==> src/rtl/ahb_master.sv <==
// AHB-Lite master: turns one CPU command (instruction word, control byte, beat count)
// into a SINGLE / INCR / INCRx / WRAPx transfer with wait-state and ERROR handling.
module ahb_master (
  input  logic        HCLK,
  input  logic        HRESETn,
  output logic [31:0] HADDR,
  output logic [2:0]  HBURST,
  output logic [2:0]  HSIZE,
  output logic [1:0]  HTRANS,
  output logic [31:0] HWDATA,
  output logic        HWRITE,
  input  logic [31:0] HRDATA,
  input  logic        HREADY,
  input  logic        HRESP,
  input  logic [63:0] cpu_inst,
  input  logic [7:0]  cpu_cont,
  input  logic [7:0]  num_beats
);

  typedef enum logic [1:0] {
    ST_IDLE   = 2'b00,
    ST_NONSEQ = 2'b10,
    ST_SEQ    = 2'b11
  } state_t;

  state_t      r_state;
  logic [31:0] r_wdata;
  logic [7:0]  r_len;
  logic [7:0]  r_cnt;
  logic        r_dphase;
  logic        r_dwrite;
  logic [31:0] r_rdata;

  function automatic logic [7:0] burst_len(input logic [2:0] burst, input logic [7:0] beats);
    logic [7:0] len;
    case (burst)
      3'b000:         len = 8'd1;
      3'b001:         len = (beats == 8'd0) ? 8'd1 : beats;
      3'b010, 3'b011: len = 8'd4;
      3'b100, 3'b101: len = 8'd8;
      3'b110, 3'b111: len = 8'd16;
      default:        len = 8'd1;
    endcase
    return len;
  endfunction

  // WRAP bursts keep the upper address bits and let only the in-block offset roll over
  function automatic logic [31:0] next_addr(input logic [31:0] addr, input logic [2:0] burst,
                                            input logic [2:0] size, input logic [7:0] len);
    logic [31:0] incr;
    logic [31:0] mask;
    incr = 32'd1 << size;
    mask = ({24'd0, len} << size) - 32'd1;
    if ((burst != 3'b000) && !burst[0]) begin
      return (addr & ~mask) | ((addr + incr) & mask);
    end else begin
      return addr + incr;
    end
  endfunction

  assign HTRANS = r_state;

  // Burst sequencer, address/data phase tracking and registered bus outputs
  always_ff @(posedge HCLK or negedge HRESETn) begin
    if (!HRESETn) begin
      r_state  <= ST_IDLE;
      HADDR    <= 32'd0;
      HBURST   <= 3'd0;
      HSIZE    <= 3'd0;
      HWRITE   <= 1'b0;
      HWDATA   <= 32'd0;
      r_wdata  <= 32'd0;
      r_len    <= 8'd0;
      r_cnt    <= 8'd0;
      r_dphase <= 1'b0;
      r_dwrite <= 1'b0;
      r_rdata  <= 32'd0;
    end else if (r_dphase && HRESP) begin
      r_state  <= ST_IDLE;
      r_dphase <= 1'b0;
      r_cnt    <= 8'd0;
    end else begin
      case (r_state)
        ST_IDLE: begin
          if (r_dphase && HREADY) begin
            r_dphase <= 1'b0;
            if (!r_dwrite) begin
              r_rdata <= HRDATA;
            end
          end
          // a pending data phase must complete before a new address phase is issued
          if (cpu_cont[7] && (HREADY || !r_dphase)) begin
            r_state <= ST_NONSEQ;
            HADDR   <= cpu_inst[31:0];
            r_wdata <= cpu_inst[63:32];
            HBURST  <= cpu_cont[6:4];
            HSIZE   <= cpu_cont[3:1];
            HWRITE  <= cpu_cont[0];
            r_len   <= burst_len(cpu_cont[6:4], num_beats);
            r_cnt   <= burst_len(cpu_cont[6:4], num_beats) - 8'd1;
          end
        end
        ST_NONSEQ, ST_SEQ: begin
          if (HREADY) begin
            if (r_dphase && !r_dwrite) begin
              r_rdata <= HRDATA;
            end
            r_dphase <= 1'b1;
            r_dwrite <= HWRITE;
            if (HWRITE) begin
              HWDATA <= r_wdata;
            end
            if (r_cnt == 8'd0) begin
              r_state <= ST_IDLE;
            end else begin
              r_cnt   <= r_cnt - 8'd1;
              r_state <= ST_SEQ;
              HADDR   <= next_addr(HADDR, HBURST, HSIZE, r_len);
            end
          end
        end
        default: r_state <= ST_IDLE;
      endcase
    end
  end

endmodule

==> config.mk <==
export PLATFORM = sky130hd
export DESIGN_NAME = ahb_master
export DESIGN_NICKNAME = d
export VERILOG_FILES = /design/src/rtl/ahb_master.sv
export SDC_FILE = /design/constraint.sdc
export NUM_CORES = 1
export LEC_CHECK = 0
export CORE_MARGIN = 4
export CORE_UTILIZATION = 36
export CTS_CLUSTER_DIAMETER = 50
export DETAILED_ROUTE_END_ITERATION = 10
export GPL_TIMING_DRIVEN = 0
export PLACE_DENSITY = 0.74
export SLEW_MARGIN = 20
export SYNTH_ARGS = -nofsm -noshare
export SYNTH_HDL_FRONTEND = slang
export SYNTH_SLANG_ARGS = --single-unit
==> constraint.sdc <==
create_clock -name HCLK -period 4.71 [get_ports HCLK]
set_input_delay 0.942 -clock HCLK [delete_from_list [all_inputs] [get_ports HCLK]]
set_output_delay 0.942 -clock HCLK [all_outputs]
set_load 0.01 [all_outputs]
==> impl_results.md <==
- I/O Buffers: 154
- Die height: around 150 microns
- Setup slack, reg-to-reg: 350 ps
- Worst min-delay path category: input port to async pin
- H-Tree Depth: 4
- Layout cells sized above 1: 0.114
- Period minus WS final: between 4000 and 5000 ps
- Max Cap Viol: 0
- Via/cell ratio: 5.47
- Synth Flop Type: dfrtp_1
- Top cell type by total area after synthesis: dfrtp_1
- CP cell instances: buf_2 > buf_1 > clkbuf_1 > nor3_1 > ha_1 > fa_1 > a21oi_1 > o21ai_0 > o22ai_1 > nor4_1 > o2111ai_1 > mux2i_1 > a221o_1
- VDD IR-drop max: 0.444 mV
- Asr flop ratio synth: 1.00
- Yosys cell types: 78
- Layout overhead on the synthesized area: 34.1%
- Synth Cell Area: 7270 sq um
- Largest net degree at the start of global routing: 100
- Resized Gates After CTS: 0
- Avg WL per Cell: 18.6 microns
- Diode count: 0
- Setup violators final: 0
- PwrDens: 751 nW/um^2
- Syn_nets: 934
- # rows: slightly above 50
- Crit path max fanout: 10
- CP Capture Type: flip-flop
- Top post-synthesis cells by area: dfrtp_1 (42%), nand2_1 (9.3%), mux2_2 (6.7%)
- Vias in the first global route: 6906
- CP max-delay cell: o22ai_1
- Crit share post-route: 0.925
- Slew Limit Fails: 0
- Io pins: 189
- Worst slew pin tran: 944 ps
- RSZ-0062 raised after global routing: false
- Setup crit start kind: flip-flop
- Number of DRC markers in iteration 0: 514
- Pre-antenna DRT Iters: 5
- Initial core utilization: 0.370
- Post-Route Skew: 11.2 ps
- Met2 global-route usage: 0.334
- First-pass GRT wire length: between 30000 and 40000 microns
- Grt ovf: 0
- Setup CP Type: flip-flop to flip-flop
- Total chip power: approximately 7300 uW
- Cts bufs inserted: 17
- Post-DRT Antenna Nets: 0
- Die area: 22500 sq um
- Critical Path RT: between 5000 and 6000 ps
- Placed Instance Area: 9180 sq um
- Ys Warns: 0
- Total core area: a little under 20000 sq um
- Via Count: 6880
- P_leak: between 0.004 and 0.005 uW
- Net total in the final layout: 1108
- Total Wirelength: about 23000 microns
- Max Clock Freq: 0.229 GHz
- Sequential area share after synthesis: 0.420
- CP peak stage delay: 780 ps
- Post-detail-place hpwl: between 15000 and 20000 microns
- Met3 Usage GRT: 0.0777
- CTS tree: yes
- Worst-skew pair later-pin latency: 420 ps
- Final GP Congestion: 0.925
- Gate Count Post-Synth: 806
- Critical Path AT: 4660 ps
- Chip width: around 150 microns
- Design area: 9750 sq um
- Clock root cell: clkbuf_16
- Post-CTS setup buffer count: 0
- GRT Resource Usage Total: 0.212
- Clk slew on worst S/H paths: 60 ps
- Status: complete, no violations
- Synthesis-stage register bit count: 122
- Slew HR: 0.370
- Fin. Hold Viols: 0
- Synth Area per Inst: 9.02 sq um
- Most common cell in the netlist: nand2_1
- Top Usage Layer GRT: met2
- CTS sink cnt: about 120
- Top-area cell type share of the netlist area: 0.420
- Grt met1 use: 0.266
- EDFF count, synth: 0
- Hold buffers post-CTS: 0
- Post-synth top cells: nand2_1 (181), dfrtp_1 (122), nor2_1 (52)
- # DRC: 0
- Initial antenna violation count: 1
- Max clock buf depth: 2
==> critical path: cells and delay by family (launching register included) <==
family,cells,cell delay (ps)
fa+ha+maj,2,650
compound gates,5,1660
mux,1,120
simple gates,2,330
buf+inv,3,1090
flops,1,400
==> layout by cell type, fill, tap and decap left out, types with 9 or more instances in the layout <==
cell type and instances:
nor2b_1 9, nand3_1 16, inv_1 14, dfrtp_1 122, o21a_1 10, clkdlybuf4s50_1 153, and3_1 11, nand2_1 181
a21oi_1 39, buf_2 10, o31ai_1 10, o21ai_0 36, and2_1 9, xnor2_1 15, nor2_1 52, nor3_1 13
mux2i_1 10, clkbuf_16 17, ha_1 11, a31oi_1 9, mux2_2 43, a21o_1 10, clkbuf_1 28
==> cell families (layout without fill, tap and decap cells) <==
family          after synthesis  after routing  synth area share
fa+ha+maj                    12             12            0.0217
buf+inv                      60            247            0.0368
xor+xnor                     21             21            0.0253
mux                          56             56            0.0897
compound gates              186            186             0.178
flops                       122            122             0.420
simple gates                349            349             0.228
==> metal layers <==
layer | part of all wire | routed length [microns]
met1 | 0.41 | 9550
met2 | 0.47 | 10900
met3 | 0.096 | 2260
met4 | 0.030 | 697
met5 | 0.00034 | 8
==> power by group <==
group / total, uW / internal, uW / switching (uW)
logic: 4090 / 1820 / 2260
registers: 1960 / 1540 / 424
clock network: 1270 / 762 / 511
total: 7320 / 4120 / 3200
==> through the flow <==
stage                     instances  TNS [ps]  hold slack [ps]  utilization  setup WS, ps
after floorplan                 806         0              440            -          1420
after CTS                      1258         0              352        0.496           446
after global placement         1225   -274720              452        0.465         -2270
after detailed placement       1226         0              457        0.467           464
after global routing           1258         0              351        0.496          79.9
final                          1258         0              360        0.496           351
==> area by class of cell <==
class | instances | area (sq um)
tap | 265 | 332
fill | 1889 | 9910
sequential | 122 | 3050
buffer | 44 | 208
clock inverter | 11 | 111
inverter | 16 | 60.1
timing repair buffer | 155 | 1570
clock buffer | 21 | 460
multi-input combinational | 624 | 3950
==> path summary, 6_finish.rpt <==
check                             from          end  cells after the start
max                           HSIZE[2]    flip-flop                     13
min                            HRESETn     HSIZE[1]                      1
max reg2reg                   HSIZE[2]    flip-flop                     13
min reg2reg                r_wdata[17]  r_wdata[17]                      2
max in group asynchronous      HRESETn    HTRANS[1]                      2
min in group HCLK          r_wdata[17]  r_wdata[17]                      2
(Power assumes the default switching activity.)
